`config.mk`:
```
export PLATFORM = sky130hd
export DESIGN_NAME = seq_mul_add
export DESIGN_NICKNAME = d
export VERILOG_FILES = /design/src/rtl/seq_mul_add_pkg.sv /design/src/rtl/seq_mul_add.sv
export SDC_FILE = /design/constraint.sdc
export NUM_CORES = 1
export LEC_CHECK = 0
export CAP_MARGIN = 20
export CORE_MARGIN = 3
export CORE_UTILIZATION = 50
export CTS_CLUSTER_DIAMETER = 120
export DETAILED_ROUTE_END_ITERATION = 8
export PLACE_DENSITY = 0.77
export SETUP_SLACK_MARGIN = 0.3
export SLEW_MARGIN = 20
export SYNTH_ARGS = -nofsm -noshare
export SYNTH_HDL_FRONTEND = slang
export SYNTH_SLANG_ARGS = --single-unit
```
`constraint.sdc`:
```
create_clock -name clk -period 10.5 [get_ports clk]
set_clock_uncertainty 0.1 [all_clocks]
set_input_delay 1.575 -clock clk [delete_from_list [all_inputs] [get_ports clk]]
set_output_delay 1.575 -clock clk [all_outputs]
set_load 0.1 [all_outputs]
```
`src/rtl/seq_mul_add_pkg.sv`:
```
`default_nettype none
// +----------------------------------------------------------------------------+
// | Module   : seq_mul_add_pkg                                                 |
// | Purpose  : Shared definitions for the sequential arithmetic blocks         |
// |            (shift-add multiply-accumulate and restoring divider):          |
// |            controller state encoding and iteration-count width.            |
// | Ports    : none (package)                                                  |
// | Revision : 1.0  initial release                                            |
// +----------------------------------------------------------------------------+
package seq_mul_add_pkg;

   // The iteration counter is 8 bits, which covers operand widths up to 255.
   localparam int CNT_W = 8;

   // Controller state encoding. The value 2'b11 is unused and treated as illegal.
   localparam logic [1:0] S_IDLE = 2'b00;
   localparam logic [1:0] S_CALC = 2'b01;
   localparam logic [1:0] S_DONE = 2'b10;

endpackage : seq_mul_add_pkg
`default_nettype wire

```
`src/rtl/seq_mul_add.sv`:
```
`default_nettype none
// +----------------------------------------------------------------------------+
// | Module   : seq_mul_add                                                     |
// | Purpose  : Radix-2 shift-add multiply-accumulate, product = a*b + c.        |
// |            One multiplier bit is processed per clock. This block is the     |
// |            arithmetic inverse of the restoring divider: it rebuilds the     |
// |            dividend from quotient, divisor and remainder.                   |
// | Ports    : clk     - clock, rising edge                                    |
// |            rst     - asynchronous active-high reset                        |
// |            start   - request, sampled only in IDLE                         |
// |            a[N]    - multiplicand (captured on accept)                     |
// |            b[M]    - multiplier   (captured on accept)                     |
// |            c[M]    - addend       (captured on accept)                     |
// |            product - a*b+c, valid while done=1                             |
// |            done    - result valid                                          |
// |            busy    - high while computing                                  |
// |            cnt     - multiplier bits processed so far (0..M)               |
// | Revision : 1.0  initial release                                            |
// +----------------------------------------------------------------------------+
module seq_mul_add
   import seq_mul_add_pkg::*;
#(
   parameter int N = 64,
   parameter int M = 64
) (
   input  logic             clk,
   input  logic             rst,
   input  logic             start,
   input  logic [N-1:0]     a,
   input  logic [M-1:0]     b,
   input  logic [M-1:0]     c,
   output logic [N+M-1:0]   product,
   output logic             done,
   output logic             busy,
   output logic [CNT_W-1:0] cnt
);

   localparam int               W     = N + M;
   localparam logic [CNT_W-1:0] M_CNT = CNT_W'(M);

   logic [1:0]       state_q,  state_d;
   logic [W-1:0]     acc_q,    acc_d;
   logic [W-1:0]     mcand_q,  mcand_d;
   logic [M-1:0]     mplier_q, mplier_d;
   logic [CNT_W-1:0] cnt_q,    cnt_d;
   logic             done_q,   done_d;
   logic             busy_q,   busy_d;

   // State and datapath registers.
   always_ff @(posedge clk or posedge rst) begin
      if (rst) begin
         state_q  <= S_IDLE;
         acc_q    <= '0;
         mcand_q  <= '0;
         mplier_q <= '0;
         cnt_q    <= '0;
         done_q   <= 1'b0;
         busy_q   <= 1'b0;
      end else begin
         state_q  <= state_d;
         acc_q    <= acc_d;
         mcand_q  <= mcand_d;
         mplier_q <= mplier_d;
         cnt_q    <= cnt_d;
         done_q   <= done_d;
         busy_q   <= busy_d;
      end
   end

   // Next-state logic.
   always_comb begin
      state_d = state_q;
      case (state_q)
         S_IDLE:  if (start)          state_d = S_CALC;
         S_CALC:  if (cnt_q == M_CNT) state_d = S_DONE;
         S_DONE:  if (!start)         state_d = S_IDLE;
         default:                     state_d = S_IDLE;
      endcase
   end

   // Next values of the datapath and the registered outputs.
   always_comb begin
      acc_d    = acc_q;
      mcand_d  = mcand_q;
      mplier_d = mplier_q;
      cnt_d    = cnt_q;
      done_d   = done_q;
      busy_d   = busy_q;
      case (state_q)
         S_IDLE: begin
            if (start) begin
               mcand_d  = {{M{1'b0}}, a};
               mplier_d = b;
               acc_d    = {{N{1'b0}}, c};
               cnt_d    = '0;
               done_d   = 1'b0;
               busy_d   = 1'b1;
            end
         end
         S_CALC: begin
            if (cnt_q < M_CNT) begin
               // Width N+M holds the largest a*b+c exactly, so the add never wraps.
               if (mplier_q[0]) acc_d = acc_q + mcand_q;
               mcand_d  = mcand_q << 1;
               mplier_d = mplier_q >> 1;
               cnt_d    = cnt_q + 1'b1;
            end else begin
               done_d = 1'b1;
               busy_d = 1'b0;
            end
         end
         S_DONE: begin
            // product is left untouched so it stays readable until the next start.
            if (!start) done_d = 1'b0;
         end
         default: begin
            acc_d    = '0;
            mcand_d  = '0;
            mplier_d = '0;
            cnt_d    = '0;
            done_d   = 1'b0;
            busy_d   = 1'b0;
         end
      endcase
   end

   assign product = acc_q;
   assign done    = done_q;
   assign busy    = busy_q;
   assign cnt     = cnt_q;

endmodule : seq_mul_add
`default_nettype wire
```
; After elaboration in Yosys (flattened, before gate mapping)
; Cells that the tools add are included.
[totals]
reg_bits = 332
inputBits = 195
out_inout_bits = 138
wordCells = 50
[op_classes]
add_sub_neg = 2
order_cmp = 1
eq_ne = 9
n_mux = 24
bitwise = 1
n_reduce_logical = 6
[ops]
columns = op, n
row1 = 128-bit one-hot mux with 3 select lines, 2
row2 = 128-bit two-way mux, 5
row3 = 64-bit one-hot mux with 3 select lines, 1
row4 = 128-bit adder, 1
row5 = 64-bit two-way mux, 2
row6 = 8-bit one-hot mux with 3 select lines, 1
row7 = 8-bit two-way mux, 2
row8 = "2-bit != test, second input constant", 6
row9 = 3-bit AND reduction, 4
row10 = "8-bit by 1-bit adder with 8-bit output, second input constant", 1
row11 = "8-bit by 7-bit == test with 1-bit output, second input constant", 1
row12 = "8-bit by 7-bit less-than comparator with 1-bit output, second input constant", 1
row13 = 2-bit two-way mux, 3
row14 = 1-bit one-hot mux with 3 select lines, 2
row15 = 2-bit one-hot mux with 3 select lines, 1
row16 = 1-bit two-way mux, 5
row17 = 4-bit AND reduction, 1
row18 = "2-bit by 1-bit == test with 1-bit output, second input constant", 1
row19 = "2-bit == test, second input constant", 1
row20 = 2-bit zero test, 1
row21 = 1-bit NOT, 1

; Longest topological paths before layout
; Gate-level depths: netlist (run 1).
[depth]
ltp_word = 4
mapped_depth = 14
depth_no_buf = 14

; Worst setup path before layout (run 1)
; OpenSTA, ideal clock, no wires.
[synth_timing]
path_kind = register to register
from = register acc_q[0] (netlist: product[0])
to = register acc_q[116] (netlist: product[116])
setup_ps = 130
arrival_time_ps = 3720
t_required_ps = 10270
setup_slack_ps = 6549
path_stages_with_launch = 15
synth_period_minus_slack_ps = 3951
cell_sequence = dfrtp_1 > ha_1 > inv_1 > fa_1 > and2b_1 > o2111ai_1 > a2111oi_0 > o211ai_1 > a31oi_1 > o2111ai_1 > nand2_1 > a31oi_1 > o21ai_1 > xnor2_1 > o21ai_1
[synth_between]
elab_chain_len = 4
[synth_rtl]
columns = item, line_no
row1 = from (decl), seq_mul_add.sv:42  ; logic [W-1:0] acc_q, acc_d;
row2 = from (signal assigned), seq_mul_add.sv:53  ; acc_q <= '0;
row3 = from (signal assigned), seq_mul_add.sv:61  ; acc_q <= acc_d;
row4 = 128-bit adder, seq_mul_add.sv:103  ; if (mplier_q[0]) acc_d = acc_q + mcand_q;
row5 = 128-bit two-way mux, seq_mul_add.sv:103
row6 = 128-bit two-way mux, seq_mul_add.sv:101  ; if (cnt_q < M_CNT) begin
row7 = 128-bit one-hot mux with 3 select lines, seq_mul_add.sv:89  ; case (state_q)
; Every way passes these cells. The select of a mux whose other input is x is not followed.
; A chain may end at the register's enable or synchronous reset.

; Worst setup path after layout (run 1)
[layout_timing]
from = register mcand_q[0]
to = register acc_q[122] (netlist: product[122])
[layout_between]
elab_chain_len = 4
[layout_rtl]
columns = item, line_no
row1 = from (decl), seq_mul_add.sv:43  ; logic [W-1:0] mcand_q, mcand_d;
row2 = from (signal assigned), seq_mul_add.sv:62  ; mcand_q <= mcand_d;
row3 = 128-bit adder, seq_mul_add.sv:103
row4 = 128-bit two-way mux, seq_mul_add.sv:103
row5 = 128-bit two-way mux, seq_mul_add.sv:101
row6 = 128-bit one-hot mux with 3 select lines, seq_mul_add.sv:89
; Every way passes these cells. The select of a mux whose other input is x is not followed.

==> results of run 1 <==
synth_stat cells, types with 58 or more instances:
| cell | instances | share of area, % |
|---|---|---|
| nand2_1 | 426 | 7.1 |
| dfrtp_1 | 332 | 37 |
| a21oi_1 | 206 | 4.6 |
| o21ai_0 | 180 | 4.0 |
| mux2i_1 | 165 | 7.3 |
| clkbuf_1 | 151 | 2.5 |
| nor2_1 | 138 | 2.3 |
| o31ai_1 | 135 | 4.5 |
| ha_1 | 129 | 7.2 |
| xnor2_1 | 71 | 2.8 |
| a22o_1 | 64 | 2.5 |
| a21o_1 | 59 | 2.0 |
| nand4_1 | 58 | 1.6 |
cells by family after synthesis:
logic type               count (synthesis)  synth area share (%)
AO/OA/AOI/OAI                          870                  25.1
XOR/XNOR                               125                  4.86
adder cells (fa/ha/maj)                130                  7.25
buffers and inverters                  218                  3.78
flip-flops                             332                  36.9
multiplexers                           166                  7.38
AND/OR/NAND/NOR                        757                  14.7
state kept, by name, summed over array words and instances, names as in the netlist:
signal    cells
mcand_q     128
product     128
state_q       2
mplier_q     64
cnt           8
busy          1
done          1
critical path, stage by stage (launching register included):
cell and delay, ns:
dfrtp_1 0.39, ha_1 0.20, inv_1 0.06, fa_1 0.39, and2b_1 0.25, o2111ai_1 0.17
a211oi_1 0.43, a211oi_1 0.22, o21ai_2 0.35, a311o_1 0.42, o21ai_1 0.15, o31ai_1 0.52
a31oi_1 0.28, o211ai_1 0.27, o211ai_1 0.12
final timing paths:
check	from	end	slack, ns	cells past startpoint
setup / recovery	mcand_q[0]	product[122]	6.03	14
hold / removal	mplier_q[25]	mplier_q[25]	0.38	2
setup reg to reg	mcand_q[0]	product[122]	6.03	14
hold reg to reg	mplier_q[25]	mplier_q[25]	0.38	2
max in group asynchronous	rst	product[82]	7.09	4
min in group asynchronous	rst	product[26]	1.25	2
area by class of cell:
type	count	area [um2]	share of cell area, %
tap	592	741	2.70
sequential	332	8320	30.3
inverter	44	169	0.616
clock inverter	20	209	0.762
timing repair buffer	350	3460	12.6
clock buffer	51	1100	4.01
multi-input combinational	2048	13400	48.9
antenna	10	25.0	0.0912
metal layers:
layer / share of wire, % / global-route usage (%)
met1: 44 / 41.3
met2: 45 / 45.5
met3: 8.3 / 7.02
met4: 3.3 / 10.2
met5: 0.10 / 0
power groups by stage:
stage          logic (uW)  clock network [uW]  registers [uW]
5_1_grt              6960                1470            2330
4_1_cts              6410                1410            2270
3_5_place_dp         6380                   0            2280
6_report             6460                1390            2270
3_3_place_gp         6290                   0            2260
2_1_floorplan        3340                   0            3690
metrics by stage:
step           hold slack, ns  area, um2
6_report                0.381      27400
2_1_floorplan           0.348      22500
3_5_place_dp            0.367      26100
4_1_cts                 0.381      27400
3_3_place_gp            0.360      26100
5_1_grt                 0.403      27400
==> metrics.txt, run 1 <==
most common cell after layout, fill and taps aside nand2_1; Initial Util 50.7%; FP Rows 77; global placement routability congestion 0.966; fin crit period 4.47 ns; critical path arrival 4.80 ns; Slew HR 22.7%; Switch Pwr 5560 uW; initial antenna violation count 15; Wirelength per Cell 20.9 um; final hold vios 0; Layout area overhead 21.7%; Post CTS Setup Buffer Count 0; RSZ-0062 raised after global routing no; critical path startpoint category flip-flop; vias in the first global route 20.4k; nets 3140; maximum clock frequency 224 MHz; synth warn 0; largest net degree at the start of global routing 113; die width 218 um; CP required 10.83 ns; Core Region 0.0444 mm2; Max FO, Critical Path 4; IO Port Bufs 332; Logic pwr share 63.9%; die area 0.0477 mm2; final core utilization 61.8%; die height 218 um; Residual DRC 0; register bit total from synthesis 332; clock share of power 13.7%; fin crit share 42.6%; Setup WS post-layout 6.03 ns; synthesized cell area 0.0225 mm2; I/O pin count 333; Clock Root Buffer clkbuf_16; Max Slew Vio Count 0; fill cell count 3787; sw frac 54.9%; crit path kind flip-flop to flip-flop; Tot Pwr 10100 uW; Inserted Clock Buffers 39; Skew-Pair Late Insertion Delay 0.58 ns; Mapped Avg Cell Area 8.68 um2; first-pass GRT wire length 114000 um; Sequential Power Share 22.4%; Post-synth EDFFs 0; vias per cell 6.12; Hold Path Class flip-flop to flip-flop; Clock Pin Slew Worst Setup and Hold Paths 0.07 ns; Initial DRC Count 1991; FFs w/ async S/R, synth 100%; crit end category flip-flop; PD cells 369 mW/mm2; ys flop type dfrtp_1; result of the run completed; cts-stage hold buffer count 0; DRT antenna net count 0; clock sinks 332; placed cells 3366; worst slew pin tran 1.16 ns; sequential element share of the synthesized area 36.9%; Clock Tree Buf Depth 3; Vias 21.1k; layout cells sized above 1 4.36%; Final setup viols 0; Placement Setup Slack 5.49 ns; HPWL after DPL 54600 um; Leak 0.0127 uW; setup TNS 0 ns; GRT Util Overall 29.7%; GRT Residual Overflow 0; Finished Layout Cells 3447; most frequent cells in the layout nand2_1 (425), clkdlybuf4s50_1 (332), dfrtp_1 (330); WL final 72100 um; maximum vdd drop 0.246 mV; post-cts sizing count 0; TritonCTS clock tree yes; Distinct cells, synth 86; post-synthesis cell count 2598; Clock H-tree levels 2; Int Pwr 4560 uW; drt pass-1 iters 5; Mapped Nets 2923; max cap viols 0
No activity file was read; power rests on OpenSTA's default activity.
==> run 2: changes to the inputs <==
--- a/config.mk
+++ b/config.mk
@@ -7,10 +7,10 @@
 export LEC_CHECK = 0
 export CAP_MARGIN = 20
 export CORE_MARGIN = 3
-export CORE_UTILIZATION = 50
+export CORE_UTILIZATION = 56
 export CTS_CLUSTER_DIAMETER = 120
 export DETAILED_ROUTE_END_ITERATION = 8
-export PLACE_DENSITY = 0.77
+export PLACE_DENSITY = 0.82
 export SETUP_SLACK_MARGIN = 0.3
 export SLEW_MARGIN = 20
 export SYNTH_ARGS = -nofsm -noshare
==> constraint.sdc (replaced) <==
create_clock -name clk -period 4.24 [get_ports clk]
set_clock_uncertainty 0.1 [all_clocks]
set_input_delay 0.636 -clock clk [delete_from_list [all_inputs] [get_ports clk]]
set_output_delay 0.636 -clock clk [all_outputs]
set_load 0.1 [all_outputs]
==> run 2 against run 1 <==
  * Sequential share of layout area decreased by 0.27 points
  * Final cell count decreased by 1.7%
  * Count of clock-buffer cells in the layout increased by 5
  * Worst setup slack got worse by 5.6 ns
  * Global-route usage increased by 5.5 points
  * Die area decreased by 10%
  * Sequential cell count unchanged
  * Design area increased by 0.91%
  * Register-to-register slack got worse by 5.6 ns
  * Critical path type unchanged
  * Highest routed layer unchanged
==> metrics.txt, run 2 (synthesis gave the netlist of run 1 again) <==
result of the run completed (unchanged); crit path to product[116] (was product[122]); vias in the first global route 21.2k (was 20.4k); Reg2Reg Depth 12 (was 14); crit path kind flip-flop to flip-flop (unchanged); busiest grt layer met2 (unchanged); M3 GR Usage 7.12% (was 7.02%); Layout area overhead 22.8% (was 21.7%); most frequent CP cell o21ai_1; CP required 4.56 ns (was 10.83 ns); Crit. Startpoint product[28] (was mcand_q[0]); die area 0.0427 mm2 (was 0.0477 mm2); global placement routability congestion 0.977 (was 0.966); largest net degree at the start of global routing 163 (was 113); Max FO, Critical Path 8 (was 4); WL final 76600 um (was 72100 um); Clock H-tree levels 2 (unchanged); Slew HR 23.4% (was 22.7%); max cap viols 0 (unchanged); PD cells 929 mW/mm2 (was 369 mW/mm2); crit-path cells ha_1, nand4_1, or3_1, nor4b_2, o211ai_1, a31oi_2, o2111ai_1, nand2_1, a31oi_1, o21ai_1, xnor2_1, o21ai_1 (was ha_1, inv_1, fa_1, and2b_1, o2111ai_1, a211oi_1, a211oi_1, o21ai_2, a311o_1, o21ai_1, o31ai_1, a31oi_1, o211ai_1, o211ai_1); Post CTS Setup Buffer Count 0 (unchanged); RR Startpoint product[28] (was mcand_q[0]); fin crit share 89.1% (was 42.6%); Worst path depth 12 (was 14); worst slew pin tran 1.15 ns (was 1.16 ns); Wirelength per Cell 22.6 um (was 20.9 um); first-pass GRT wire length 119000 um (was 114000 um); Max Slew Vio Count 0 (unchanged); critical path arrival 4.10 ns (was 4.80 ns); Finished Layout Cells 3389 (was 3447); Residual DRC 0 (unchanged); Clock Root Buffer clkbuf_16 (unchanged); Clock Pin Slew Worst Setup and Hold Paths 0.06 ns (was 0.07 ns); HPWL after DPL 57000 um (was 54600 um); final hold vios 0 (unchanged); nets 3155 (was 3140); drt pass-1 iters 5 (unchanged); die width 207 um (was 218 um); met2 GRT Util 53.8% (was 45.5%); cts-stage hold buffer count 0 (unchanged); Final setup viols 0 (unchanged); fin crit period 3.78 ns (was 4.47 ns); RR Endpoint product[116] (was product[122]); GRT Util Overall 35.2% (was 29.7%); GRT Residual Overflow 0 (unchanged); critical path startpoint category flip-flop (unchanged); maximum clock frequency 265 MHz (was 224 MHz); Initial Util 57.5% (was 50.7%); Clock Tree Buf Depth 3 (unchanged); crit end category flip-flop (unchanged); Vias 21.8k (was 21.1k); layout cells sized above 1 5.28% (was 4.36%); FP Rows 72 (was 77); initial antenna violation count 10 (was 15); TritonCTS clock tree yes (unchanged); I/O pin count 333 (unchanged); die height 207 um (was 218 um); Inserted Clock Buffers 39 (unchanged); Hold Path Class flip-flop to flip-flop (unchanged); clock sinks 332 (unchanged); most frequent cells in the layout nand2_1 (425), clkdlybuf4s50_1 (332), dfrtp_1 (330) (unchanged); slowest stage delay, CP 0.47 ns (was 0.52 ns); R2R setup slack 0.46 ns (was 6.03 ns); Crit path max-delay family simple AND/OR/NAND/NOR gates (was compound AO/OA/AOI/OAI gates); IO Port Bufs 332 (unchanged); RSZ-0062 raised after global routing no (unchanged); Core Region 0.0392 mm2 (was 0.0444 mm2); met1 Resource Use GR 49.7% (was 41.3%); Skew-Pair Late Insertion Delay 0.57 ns (was 0.58 ns); CP max stage cell ha_1 (was o31ai_1); most common cell after layout, fill and taps aside nand2_1 (unchanged); final core utilization 70.7% (was 61.8%); vias per cell 6.43 (was 6.12); DRT antenna net count 0 (unchanged); CP bufs+invs 0 (was 1); maximum vdd drop 0.602 mV (was 0.246 mV); placed cells 3307 (was 3366); Initial DRC Count 1954 (was 1991); Leak 0.0129 uW (was 0.0127 uW)
## run 2: metal layers
metal	wire length (um)	vias up
met4	2890	2
met3	6620	167
met1	33400	10652
li1	-	9957
met2	33700	998
met5	13	-
## run 2: worst min-delay path by stage
stage	start	endpoint	slack, ns	cells after the start
2_1_floorplan	mplier_q[10]	mplier_q[10]	0.35	2
3_3_place_gp	mplier_q[36]	mplier_q[36]	0.36	2
3_5_place_dp	mplier_q[59]	mplier_q[59]	0.37	2
4_1_cts	mplier_q[42]	mplier_q[42]	0.38	2
5_1_grt	mplier_q[52]	mplier_q[52]	0.40	2
6_report	mplier_q[53]	mplier_q[53]	0.38	2
## run 2: stage by stage
stage | total power [uW] | worst slack (ns) | cell area, um2 | TNS [ns] | hold slack [ns]
finish | 25700 | 0.463 | 27700 | 0 | 0.382
global route | 27200 | 0.266 | 27700 | 0 | 0.404
CTS | 25500 | 0.301 | 27600 | 0 | 0.379
detailed placement | 21800 | 0.269 | 26200 | 0 | 0.366
global placement | 21500 | 0.399 | 26200 | 0 | 0.359
floorplan | 17400 | -0.931 | 22500 | -308.97 | 0.348
## run 2: power breakdown
part	total, uW	leakage (uW)	internal, uW	switching (uW)
clock network	3660	0.000678	2230	1430
registers	5590	0.00434	4420	1170
logic	16500	0.00788	4970	11500
## run 2: final cells by class
class,count,area [um2]
Multi-Input combinational cell,2048,13500
Fill cell,3036,11500
Sequential cell,332,8320
Timing Repair Buffer,365,3660
Clock buffer,56,1130
Tap cell,518,648
Clock inverter,16,255
Inverter,44,169
Antenna cell,10,25.0
## run 2: what timing repair did
action,in CTS,in global routing
gates resized for setup,2,17
endpoints found under the setup margin,3,38
pin swaps,0,0
## run 2: tightest hold or removal path, cell delays in order, from the launching register on
cell     delay (ns)
dfrtp_1        0.34
nand2_1        0.05
o31ai_1        0.05
==> run 3: changes to the inputs <==
==> constraint.sdc (replaced) <==
create_clock -name clk -period 3.6 [get_ports clk]
set_clock_uncertainty 0.1 [all_clocks]
set_input_delay 0.54 -clock clk [delete_from_list [all_inputs] [get_ports clk]]
set_output_delay 0.54 -clock clk [all_outputs]
set_load 0.1 [all_outputs]
==> run 3 against run 2 <==
  * Clock power grew 14%
  * Wire length up 7.7%
  * Combinational power up 36%
  * Sequential power increased by 19%
  * Highest routed layer unchanged
==> metrics.txt, run 3 (synthesis gave the netlist of run 1 again) <==
result of the run completed (unchanged); PD cells 1090 mW/mm2 (was 929 mW/mm2); Leak 0.0141 uW (was 0.0129 uW); CP max stage cell dfrtp_1 (was ha_1); nets 3322 (was 3155); Clock Pin Slew Worst Setup and Hold Paths 0.06 ns (about the same); global placement routability congestion 0.980 (was 0.977); slowest stage delay, CP 0.36 ns (was 0.47 ns); I/O pin count 333 (unchanged); final core utilization 77.6% (was 70.7%); GRT Residual Overflow 0 (unchanged); RSZ-0062 raised after global routing yes (was no); Vias 22.8k (was 21.8k); clock sinks 332 (unchanged); critical path arrival 3.86 ns (was 4.10 ns); Clock Root Buffer clkbuf_16 (unchanged); hold_ws 0.241 ns (was 0.382 ns); RR Startpoint product[0] (was product[28]); most common cell after layout, fill and taps aside nand2_1 (unchanged); IO Port Bufs 332 (unchanged); Clock H-tree levels 2 (unchanged); placed instance area 0.0271 mm2 (was 0.0262 mm2); Layout area overhead 35.0% (was 22.8%); Setup WS post-layout 0.0562 ns (was 0.463 ns); fin crit period 3.54 ns (was 3.78 ns); Placement Setup Slack -0.101 ns (was 0.269 ns); fin crit share 98.4% (was 89.1%); fill cell count 2746 (was 3036); drt pass-1 iters 8 (was 5); WL final 82500 um (was 76600 um); Core Region 0.0392 mm2 (unchanged); Final setup viols 0 (unchanged); Skew-Pair Late Insertion Delay 0.58 ns (was 0.57 ns); first-pass GRT wire length 125000 um (was 119000 um); GRT Util Overall 37.0% (was 35.2%); crit end category flip-flop (unchanged); Clock Tree Buf Depth 3 (unchanged); FF/Latch Area 0.00832 mm2 (about the same); vias in the first global route 22.3k (was 21.2k); setup TNS 0 ns (unchanged); Crit. Startpoint product[0] (was product[28]); Initial Util 57.5% (unchanged); Hold Path Class primary input to asynchronous set/reset pin (was flip-flop to flip-flop); HPWL after DPL 59200 um (was 57000 um); Max FO, Critical Path 3 (was 8); die area 0.0427 mm2 (unchanged); worst slew pin tran 1.14 ns (was 1.15 ns); crit path kind flip-flop to flip-flop (unchanged); largest net degree at the start of global routing 137 (was 163); Inserted Clock Buffers 39 (unchanged); final hold vios 0 (unchanged); Wirelength per Cell 23.2 um (was 22.6 um); design area 0.0304 mm2 (was 0.0277 mm2); Max Slew Vio Count 0 (unchanged); Initial DRC Count 2327 (was 1954); DRT antenna net count 0 (unchanged); vias per cell 6.43 (about the same); cts-stage hold buffer count 0 (unchanged); die height 207 um (unchanged); FP Rows 72 (unchanged); TritonCTS clock tree yes (unchanged); die width 207 um (unchanged); crit-path cells ha_2, inv_2, fa_2, and2b_2, o2111ai_4, a211oi_2, a211oi_2, buf_4, o21ai_4, a311o_2, o21ai_4, o31ai_4, a31oi_2, o211ai_1, o211ai_1 (was ha_1, nand4_1, or3_1, nor4b_2, o211ai_1, a31oi_2, o2111ai_1, nand2_1, a31oi_1, o21ai_1, xnor2_1, o21ai_1); max cap viols 0 (unchanged); maximum vdd drop 0.647 mV (was 0.602 mV); initial antenna violation count 8 (was 10); most frequent cells in the layout nand2_1 (416), dfrtp_1 (328), clkdlybuf4s50_1 (293) (was nand2_1 (425), clkdlybuf4s50_1 (332), dfrtp_1 (330)); Multi-input gate area 0.0149 mm2 (was 0.0135 mm2); layout cells sized above 1 18.0% (was 5.28%); Slew HR 23.4% (about the same); Residual DRC 0 (unchanged); critical path startpoint category flip-flop (unchanged); maximum clock frequency 282 MHz (was 265 MHz); CP required 3.92 ns (was 4.56 ns)
## run 3: per-layer routing
layer  vias up  share of wire [%]  global-route usage (%)
met4         2                3.9                    15.2
met5         -              0.013                       0
met2      1195                 46                    57.3
li1      10304                  -                       -
met1     11129                 41                    50.2
met3       199                9.4                    8.59
## run 3: worst max-delay path: cells and delay by family (launching register included)
| kind | cells | cell delay (ns) |
|---|---|---|
| fa+ha+maj | 2 | 0.51 |
| flops | 1 | 0.36 |
| compound gates | 10 | 1.94 |
| buf+inv | 2 | 0.20 |
| simple gates | 1 | 0.26 |
## run 3: repair_timing
action,in CTS,in global routing
setup buffers,20,30
gates resized for setup,115,220
endpoints found under the setup margin,71,82
pin swaps,33,81
cloned,0,0
## run 3: per-stage QoR
| stage | cells | power (uW) |
|---|---|---|
| floorplan | 2598 | 20500 |
| global placement | 3424 | 26100 |
| detailed placement | 3424 | 26600 |
| CTS | 3515 | 31600 |
| global route | 3552 | 34900 |
| finish | 3553 | 33200 |
## run 3: power by group
part | internal (uW) | switching, uW | total (uW)
sequential | 5200 | 1470 | 6680
combinational | 7580 | 14800 | 22400
clock | 2490 | 1700 | 4190
total | 15300 | 18000 | 33200
## run 3: layout make-up
| cell class | count | share of cell area (%) |
|---|---|---|
| Multi-Input combinational cell | 2048 | 49.1 |
| Clock buffer | 52 | 3.70 |
| Timing Repair Buffer | 532 | 16.4 |
| Antenna cell | 8 | 0.0658 |
| Sequential cell | 332 | 27.3 |
| Clock inverter | 19 | 0.703 |
| Inverter | 44 | 0.555 |
| Tap cell | 518 | 2.13 |
## run 3: final timing paths
kind | to | depth (start not counted) | slack [ns]
hold reg to reg | mplier_q[27] | 2 | 0.38
hold / removal | mcand_q[41] | 2 | 0.24
max in group asynchronous | state_q[0] | 4 | 2.26
setup reg to reg | product[122] | 15 | 0.06
setup / recovery | product[122] | 15 | 0.06
min in group clk | mplier_q[27] | 2 | 0.38
